$ cat config.mk
export PLATFORM = sky130hd
export DESIGN_NAME = spi_pwm_bank
export DESIGN_NICKNAME = d
export VERILOG_FILES = /design/src/rtl/spi_pwm_pkg.sv /design/src/rtl/spi_slave_sync.sv /design/src/rtl/spi_pwm_bank.sv
export SDC_FILE = /design/constraint.sdc
export NUM_CORES = 1
export LEC_CHECK = 0
export CAP_MARGIN = 20
export CELL_PAD_IN_SITES_DETAIL_PLACEMENT = 1
export CELL_PAD_IN_SITES_GLOBAL_PLACEMENT = 1
export CORE_AREA = 10 10 169 171
export DETAILED_ROUTE_END_ITERATION = 8
export DIE_AREA = 0 0 179 181
export PLACE_DENSITY = 0.71
export RECOVER_POWER = 25
export SLEW_MARGIN = 5
export SYNTH_ARGS = -nofsm -noshare
export SYNTH_HDL_FRONTEND = slang
export SYNTH_HIERARCHICAL = 1
export SYNTH_SLANG_ARGS = --single-unit
$ cat constraint.sdc
create_clock -name clk -period 5.1 [get_ports clk]
set_input_delay 1.02 -clock clk [delete_from_list [all_inputs] [get_ports clk]]
set_output_delay 1.02 -clock clk [all_outputs]
set_load 0.01 [all_outputs]
$ cat src/rtl/spi_pwm_pkg.sv
// Shared constants and types for the SPI-configured PWM bank.
package spi_pwm_pkg;

  localparam logic [6:0] ADDR_TOP  = 7'h7E;
  localparam logic [6:0] ADDR_CTRL = 7'h7F;

  localparam int unsigned CTRL_EN  = 0;
  localparam int unsigned CTRL_IMM = 1;

  typedef enum logic [1:0] {
    IDLE,
    CMD,
    RD_DATA,
    WR_DATA
  } spi_state_e;

endpackage

$ cat src/rtl/spi_slave_sync.sv
// SPI mode-0 slave front end: pin synchronisers, edge detection, bit/byte
// counting, receive shift register and word-wide transmit shift register.
module spi_slave_sync #(
  parameter int unsigned TX_W = 8
) (
  input  logic            clk,
  input  logic            reset,
  input  logic            sclk,
  input  logic            cs_n,
  input  logic            mosi,
  input  logic            tx_load,
  input  logic [TX_W-1:0] tx_data,
  output logic            frame_active_c,
  output logic            byte_valid,
  output logic            byte_first,
  output logic [7:0]      byte_data,
  output logic            miso
);

  logic [2:0]      sclk_q;
  logic [1:0]      cs_q;
  logic [1:0]      mosi_q;
  logic            armed_q;
  logic [2:0]      bit_cnt;
  logic [7:0]      byte_cnt;
  logic [7:0]      rx_sr;
  logic [TX_W-1:0] tx_sr;
  logic [TX_W-1:0] tx_buf;
  logic            tx_pend;

  logic sclk_rise_c;
  logic sclk_fall_c;
  logic cs_s_c;
  logic mosi_s_c;

  assign sclk_rise_c    = sclk_q[1] & ~sclk_q[2];
  assign sclk_fall_c    = ~sclk_q[1] & sclk_q[2];
  assign cs_s_c         = cs_q[1];
  assign mosi_s_c       = mosi_q[1];
  // A frame only counts once cs_n has been seen high since the last reset.
  assign frame_active_c = armed_q & ~cs_s_c;

  always_ff @(posedge clk) begin
    if (reset) begin
      sclk_q     <= '0;
      cs_q       <= '1;
      mosi_q     <= '0;
      armed_q    <= 1'b0;
      bit_cnt    <= '0;
      byte_cnt   <= '0;
      rx_sr      <= '0;
      tx_sr      <= '0;
      tx_buf     <= '0;
      tx_pend    <= 1'b0;
      miso       <= 1'b0;
      byte_valid <= 1'b0;
      byte_first <= 1'b0;
      byte_data  <= '0;
    end else begin
      sclk_q     <= {sclk_q[1:0], sclk};
      cs_q       <= {cs_q[0], cs_n};
      mosi_q     <= {mosi_q[0], mosi};
      byte_valid <= 1'b0;
      if (cs_s_c) begin
        armed_q <= 1'b1;
      end
      if (!frame_active_c) begin
        bit_cnt  <= '0;
        byte_cnt <= '0;
        rx_sr    <= '0;
        tx_sr    <= '0;
        tx_pend  <= 1'b0;
        miso     <= 1'b0;
      end else begin
        if (tx_load) begin
          tx_buf <= tx_data;
        end
        if (sclk_rise_c) begin
          rx_sr   <= {rx_sr[6:0], mosi_s_c};
          bit_cnt <= bit_cnt + 3'd1;
          if (bit_cnt == 3'd7) begin
            byte_valid <= 1'b1;
            byte_first <= (byte_cnt == 8'd0);
            byte_data  <= {rx_sr[6:0], mosi_s_c};
            if (byte_cnt != 8'hFF) begin
              byte_cnt <= byte_cnt + 8'd1;
            end
          end
        end
        // A pending word replaces the shift register at the next falling edge.
        if (sclk_fall_c) begin
          tx_pend <= tx_load;
          if (tx_pend) begin
            miso  <= tx_buf[TX_W-1];
            tx_sr <= {tx_buf[TX_W-2:0], 1'b0};
          end else begin
            miso  <= tx_sr[TX_W-1];
            tx_sr <= {tx_sr[TX_W-2:0], 1'b0};
          end
        end else if (tx_load) begin
          tx_pend <= 1'b1;
        end
      end
    end
  end

endmodule

$ cat src/rtl/spi_pwm_bank.sv
// N-channel PWM bank with double-buffered duties, programmable period and
// an SPI mode-0 register port supporting auto-incrementing bursts.
module spi_pwm_bank
  import spi_pwm_pkg::*;
#(
  parameter int unsigned NUM_CH = 7,
  parameter int unsigned PWM_W  = 8
) (
  input  logic              clk,
  input  logic              reset,
  input  logic              sclk,
  input  logic              cs_n,
  input  logic              mosi,
  output logic              miso,
  output logic [NUM_CH-1:0] pwm_out
);

  localparam int unsigned DATA_BYTES = (PWM_W + 7) / 8;
  localparam int unsigned TX_W       = DATA_BYTES * 8;
  localparam int unsigned WB_W       = 1;

  spi_state_e      state_q, state_d;
  logic [6:0]      addr_q, addr_d;
  logic [WB_W-1:0] wb_q, wb_d;
  logic [TX_W-1:0] word_q, word_d;

  logic            frame_active_c;
  logic            byte_valid;
  logic            byte_first;
  logic [7:0]      byte_data;
  logic            tx_load_c;
  logic [TX_W-1:0] tx_data_c;
  logic            wr_en_c;
  logic [TX_W-1:0] asm_word_c;
  logic [PWM_W-1:0] wr_data_c;
  logic [6:0]      rd_addr_c;
  logic [PWM_W-1:0] rd_data_c;

  logic [PWM_W-1:0] shadow_q [NUM_CH];
  logic [PWM_W-1:0] active_q [NUM_CH];
  logic [PWM_W-1:0] top_q;
  logic [PWM_W-1:0] cnt_q;
  logic             en_q;
  logic             imm_q;
  logic             wrap_c;

  spi_slave_sync #(
    .TX_W (TX_W)
  ) u_spi (
    .clk            (clk),
    .reset          (reset),
    .sclk           (sclk),
    .cs_n           (cs_n),
    .mosi           (mosi),
    .tx_load        (tx_load_c),
    .tx_data        (tx_data_c),
    .frame_active_c (frame_active_c),
    .byte_valid     (byte_valid),
    .byte_first     (byte_first),
    .byte_data      (byte_data),
    .miso           (miso)
  );

  assign asm_word_c = TX_W'({word_q, byte_data});
  assign wr_data_c  = PWM_W'(asm_word_c);
  // The next read word is the start address after the command, else addr+1.
  assign rd_addr_c  = (state_q == CMD) ? byte_data[6:0] : addr_q + 7'd1;

  always_comb begin
    rd_data_c = '0;
    for (int i = 0; i < NUM_CH; i++) begin
      if (rd_addr_c == 7'(i)) begin
        rd_data_c = shadow_q[i];
      end
    end
    if (rd_addr_c == ADDR_TOP) begin
      rd_data_c = top_q;
    end
    if (rd_addr_c == ADDR_CTRL) begin
      rd_data_c           = '0;
      rd_data_c[CTRL_EN]  = en_q;
      rd_data_c[CTRL_IMM] = imm_q;
    end
  end

  always_ff @(posedge clk) begin
    if (reset) begin
      state_q <= IDLE;
      addr_q  <= '0;
      wb_q    <= '0;
      word_q  <= '0;
    end else begin
      state_q <= state_d;
      addr_q  <= addr_d;
      wb_q    <= wb_d;
      word_q  <= word_d;
    end
  end

  always_comb begin
    state_d   = state_q;
    addr_d    = addr_q;
    wb_d      = wb_q;
    word_d    = word_q;
    wr_en_c   = 1'b0;
    tx_load_c = 1'b0;
    tx_data_c = TX_W'(rd_data_c);
    case (state_q)
      IDLE: begin
        if (frame_active_c) begin
          state_d = CMD;
          wb_d    = '0;
          word_d  = '0;
        end
      end
      CMD: begin
        if (!frame_active_c) begin
          state_d = IDLE;
        end else if (byte_valid && byte_first) begin
          addr_d = byte_data[6:0];
          wb_d   = '0;
          if (byte_data[7]) begin
            state_d = WR_DATA;
          end else begin
            state_d   = RD_DATA;
            tx_load_c = 1'b1;
          end
        end
      end
      RD_DATA, WR_DATA: begin
        if (!frame_active_c) begin
          state_d = IDLE;
        end else if (byte_valid) begin
          word_d = asm_word_c;
          if (wb_q == WB_W'(DATA_BYTES - 1)) begin
            wb_d      = '0;
            addr_d    = addr_q + 7'd1;
            tx_load_c = 1'b1;
            if (state_q == WR_DATA) begin
              wr_en_c   = 1'b1;
              tx_data_c = asm_word_c;
            end
          end else begin
            wb_d = wb_q + 1'b1;
          end
        end
      end
      default: state_d = IDLE;
    endcase
  end

  // Register file writes; the duty latch reads the pre-write shadow value.
  always_ff @(posedge clk) begin
    if (reset) begin
      for (int i = 0; i < NUM_CH; i++) begin
        shadow_q[i] <= '0;
      end
      top_q <= {{(PWM_W-1){1'b1}}, 1'b0};
      en_q  <= 1'b1;
      imm_q <= 1'b0;
    end else if (wr_en_c) begin
      for (int i = 0; i < NUM_CH; i++) begin
        if (addr_q == 7'(i)) begin
          shadow_q[i] <= wr_data_c;
        end
      end
      if (addr_q == ADDR_TOP) begin
        top_q <= wr_data_c;
      end
      if (addr_q == ADDR_CTRL) begin
        en_q  <= wr_data_c[CTRL_EN];
        imm_q <= wr_data_c[CTRL_IMM];
      end
    end
  end

  // A count above a freshly lowered TOP also wraps immediately.
  assign wrap_c = (cnt_q >= top_q);

  always_ff @(posedge clk) begin
    if (reset) begin
      cnt_q   <= '0;
      pwm_out <= '0;
      for (int i = 0; i < NUM_CH; i++) begin
        active_q[i] <= '0;
      end
    end else begin
      cnt_q <= wrap_c ? '0 : cnt_q + 1'b1;
      for (int i = 0; i < NUM_CH; i++) begin
        if (wrap_c || imm_q) begin
          active_q[i] <= shadow_q[i];
        end
        pwm_out[i] <= en_q && (cnt_q < active_q[i]);
      end
    end
  end

endmodule

==> flow_summary.json <==
{
  "yosys_warnings": 6,
  "start_util": 0.4059,
  "ioPinCount": 13,
  "pre_cts_slack_ps": 1901,
  "synth_top_cell_area_share": 0.3310,
  "setup_ws_ps": 1600,
  "syn_area_mm2": 0.01016,
  "worstPathCellList": "nand2b_4 > clkinvlp_2 > nand2_1 > nor2_1 > nand4_1 > a211o_1",
  "crit_buf_inv": 1,
  "p_leak_nw": 4.266,
  "cts_tree": "built",
  "n_antenna_cell": 0,
  "num_vias": 7309,
  "ys_top_cells_by_area": "edfxtp_1 (33%), dfxtp_1 (17%), ha_1 (8.1%)",
  "via_per_inst": 5.446,
  "clock_sinks": 199,
  "power.density_mw_per_mm2": 299.9,
  "synth-edff-count": 112,
  "path_max_fanout": 21,
  "whs_path_depth": 1,
  "fin_util": 0.4400,
  "wl_met3_um": 831,
  "finalCritPeriodShare": 0.6863,
  "cp.required_ps": 5420,
  "tightest_slew_ps": 1546,
  "syn_inst": 1010,
  "setup_tns_ps": 0,
  "finalCriticalPeriod_ps": 3500,
  "status": "finished, violations left",
  "seq_area_frac_synth": 0.5023,
  "syn_nets": 1081,
  "hold_end": "u_spi/cs_q[1]$_SDFF_PP1_",
  "cts_hold_buf": 0,
  "route.detailed.drc": 0,
  "grt_pass1_vias": 7376,
  "drv_slew": 73,
  "ys_types": 70,
  "cts_resized": 0,
  "first_pass_iters": 4,
  "cts_root_buf": "clkbuf_16",
  "dr_wl_met2_mm": 11.90,
  "violations": "max-capacitance violations, max-slew violations",
  "area_growth_pct": 8.397,
  "htree_levels": 4,
  "rsz0062_at_grt": "false",
  "path_delay_family": "simple AND/OR/NAND/NOR gates",
  "peakVddDrop_mv": 0.1809,
  "ys_ff_latch": 199,
  "ff2ff_path_depth": 6,
  "dr.max_layer_used": "met4",
  "track_usage": 0.1612,
  "hold_viol": 0,
  "die-area_mm2": 0.03240,
  "path_clk_slew_ps": 80,
  "core_mm2": 0.02504,
  "hold_path_startpoint": "u_spi/cs_q[0]$_SDFF_PP1_",
  "startpoint_type": "flop",
  "clk_latency_ps": 440,
  "port_buffers": 12,
  "worstSetupEndpointType": "flop",
  "die_w_um": 179,
  "worst_slew_margin_rel": -0.03047,
  "die_height_um": 181,
  "synth_top_area_cell": "edfxtp_1",
  "reg2reg_to": "top_q[3]$_SDFFE_PP1P_",
  "grt_overflow_total": 0,
  "drt_wl_total_mm": 25.77,
  "drive_above_1_share": 0.07708,
  "gp_congestion": 0.8163,
  "grt_pass1_wl_mm": 41.39,
  "worstSetupPathType": "flop to flop",
  "power_mw": 3.303,
  "cts_setup_buffers": 0,
  "clock_path_buffers": 2,
  "critPathSlowestCell": "nand4_1",
  "synthFlopType": "edfxtp_1",
  "final_area_mm2": 0.01102,
  "min_path_type": "flop to flop",
  "place_area_mm2": 0.01046,
  "avgRoutedWirePerCell_um": 19.20,
  "grt_max_degree": 57,
  "wl_met1_mm": 12.58,
  "setup_viol": 0,
  "nets": 1070,
  "async_reset_ff_frac": 0,
  "fmax_mhz": 285.7,
  "row_count": 58,
  "drt_iter0_drc": 419,
  "max_cap_violations": 2,
  "post_synth.cell_area_avg_um2": 10.06,
  "dpl.hpwl_mm": 18.43,
  "cpPeakStageDelay_ps": 800,
  "grt_antenna_before_repair": 0,
  "cts_buffers": 17,
  "crit-reg2reg-launch": "u_spi/armed_q$_SDFFE_PP0P_",
  "ant_nets": 0,
  "r2r_setup_slack_ps": 1600,
  "clock_skew_ps": 14.21,
  "worstPathArrival_ps": 3820
}
[kinds of logic (layout without fill, tap and decap cells)]
logic type,Yosys count,after routing,share of synthesized area
AO/OA/AOI/OAI,196,196,0.1363
XOR/XNOR,8,8,0.006894
adder cells (fa/ha/maj),66,66,0.08126
buffers and inverters,132,134,0.05910
flip-flops,199,199,0.5023
multiplexers,20,20,0.02105
AND/OR/NAND/NOR,389,389,0.1931
[cell usage after synthesis (all sizes together), types with 2 or more instances]
| cell type | n |
|---|---|
| nor3b | 3 |
| mux2 | 8 |
| inv | 81 |
| and2b | 2 |
| nor2b | 23 |
| nand2 | 82 |
| a21o | 26 |
| nor2 | 111 |
| ha | 66 |
| mux2i | 12 |
| o21a | 2 |
| edfxtp | 112 |
| xor2 | 4 |
| nor4 | 10 |
| a211o | 9 |
| a41oi | 3 |
| a21oi | 58 |
| and4 | 3 |
| nand3 | 26 |
| a22oi | 14 |
| clkbuf | 23 |
| and3 | 14 |
| nand2b | 29 |
| buf | 27 |
| a2111oi | 2 |
| a31oi | 8 |
| or2 | 12 |
| nor3 | 10 |
| nand3b | 2 |
| dfxtp | 87 |
| o21ai | 23 |
| nand4 | 8 |
| and3b | 2 |
| and2 | 50 |
| a311oi | 7 |
| xnor2 | 4 |
| a211oi | 26 |
| o21bai | 7 |
[area by class of cell]
type,count,area (um^2)
inverter,82,309.0
tap,330,412.9
fill,2803,14020
clock buffer,18,450.4
sequential,199,5105
clock inverter,14,145.1
multi-input combinational,679,4427
timing repair buffer,20,166.4
[power breakdown]
group | total (mW) | switching, mW | internal, mW | leakage (nW)
clock network | 1.37 | 0.680 | 0.688 | 0.295
logic | 0.160 | 0.0884 | 0.0717 | 2.15
registers | 1.78 | 0.0368 | 1.74 | 1.82
total | 3.30 | 0.805 | 2.50 | 4.27
[cells in the final DEF (no fill, tap or decap), drive strengths merged, types with 4 or more instances in the layout]
cell / synthesis / layout
a211o: 9 / 9
a211oi: 26 / 26
a21o: 26 / 26
a21oi: 58 / 58
a22oi: 14 / 14
a311oi: 7 / 7
a31oi: 8 / 8
and2: 50 / 50
and3: 14 / 14
buf: 27 / 5
clkbuf: 23 / 22
clkdlybuf4s50: 0 / 9
clkinv: 1 / 4
dfxtp: 87 / 87
edfxtp: 112 / 112
ha: 66 / 66
inv: 81 / 91
mux2: 8 / 8
mux2i: 12 / 12
nand2: 82 / 82
nand2b: 29 / 29
nand3: 26 / 26
nand4: 8 / 8
nor2: 111 / 111
nor2b: 23 / 23
nor3: 10 / 10
nor4: 10 / 10
o21ai: 23 / 23
o21bai: 7 / 7
or2: 12 / 12
xnor2: 4 / 4
xor2: 4 / 4
[metrics by stage]
step	instances	hold WS, ps
detailed placement	1309	415.8
global placement	1309	400.8
floorplan	1010	389.5
finish	1342	434.7
CTS	1341	438.0
global route	1342	442.5
[routing by layer]
metal | up-vias | track usage
li1 | 3508 | -
met1 | 3656 | 0.2240
met2 | 116 | 0.2505
met3 | 29 | 0.02690
met4 | 0 | 0.04763
met5 | - | 0
[worst max path at each step]
| stage | from | endpoint | slack [ps] | cells after the start |
|---|---|---|---|---|
| floorplan | cnt_q[0]$_SDFF_PP0_ | active_q[0][0]$_SDFFCE_PN0P_ | 2150 | 11 |
| global placement | cnt_q[4]$_SDFF_PP0_ | active_q[2][7]$_SDFFCE_PN0P_ | 2010 | 7 |
| detailed placement | addr_q[0]$_SDFFE_PP0P_ | u_spi/tx_buf[2]$_SDFFE_PP0P_ | 1900 | 10 |
| CTS | addr_q[0]$_SDFFE_PP0P_ | u_spi/tx_buf[0]$_SDFFE_PP0P_ | 1830 | 10 |
| global route | u_spi/armed_q$_SDFFE_PP0P_ | shadow_q[0][1]$_SDFFCE_PN0P_ | 1260 | 8 |
| finish | u_spi/armed_q$_SDFFE_PP0P_ | top_q[3]$_SDFFE_PP1P_ | 1600 | 6 |
[registers in the layout, indices dropped and copies added (netlist names), 8 cells and up]
register and count:
active_q 56, u_spi/tx_buf 8, shadow_q 56, u_spi/byte_data 8, top_q 8, u_spi/byte_cnt 8
cnt_q 8
[worst register-to-register path: stages, from the launching register on]
cell	delay, ps
dfxtp_1	420
nand2b_4	130
clkinvlp_2	560
nand2_1	190
nor2_1	780
nand4_1	800
a211o_1	510
Note: power is estimated with default switching activity, not from simulation.
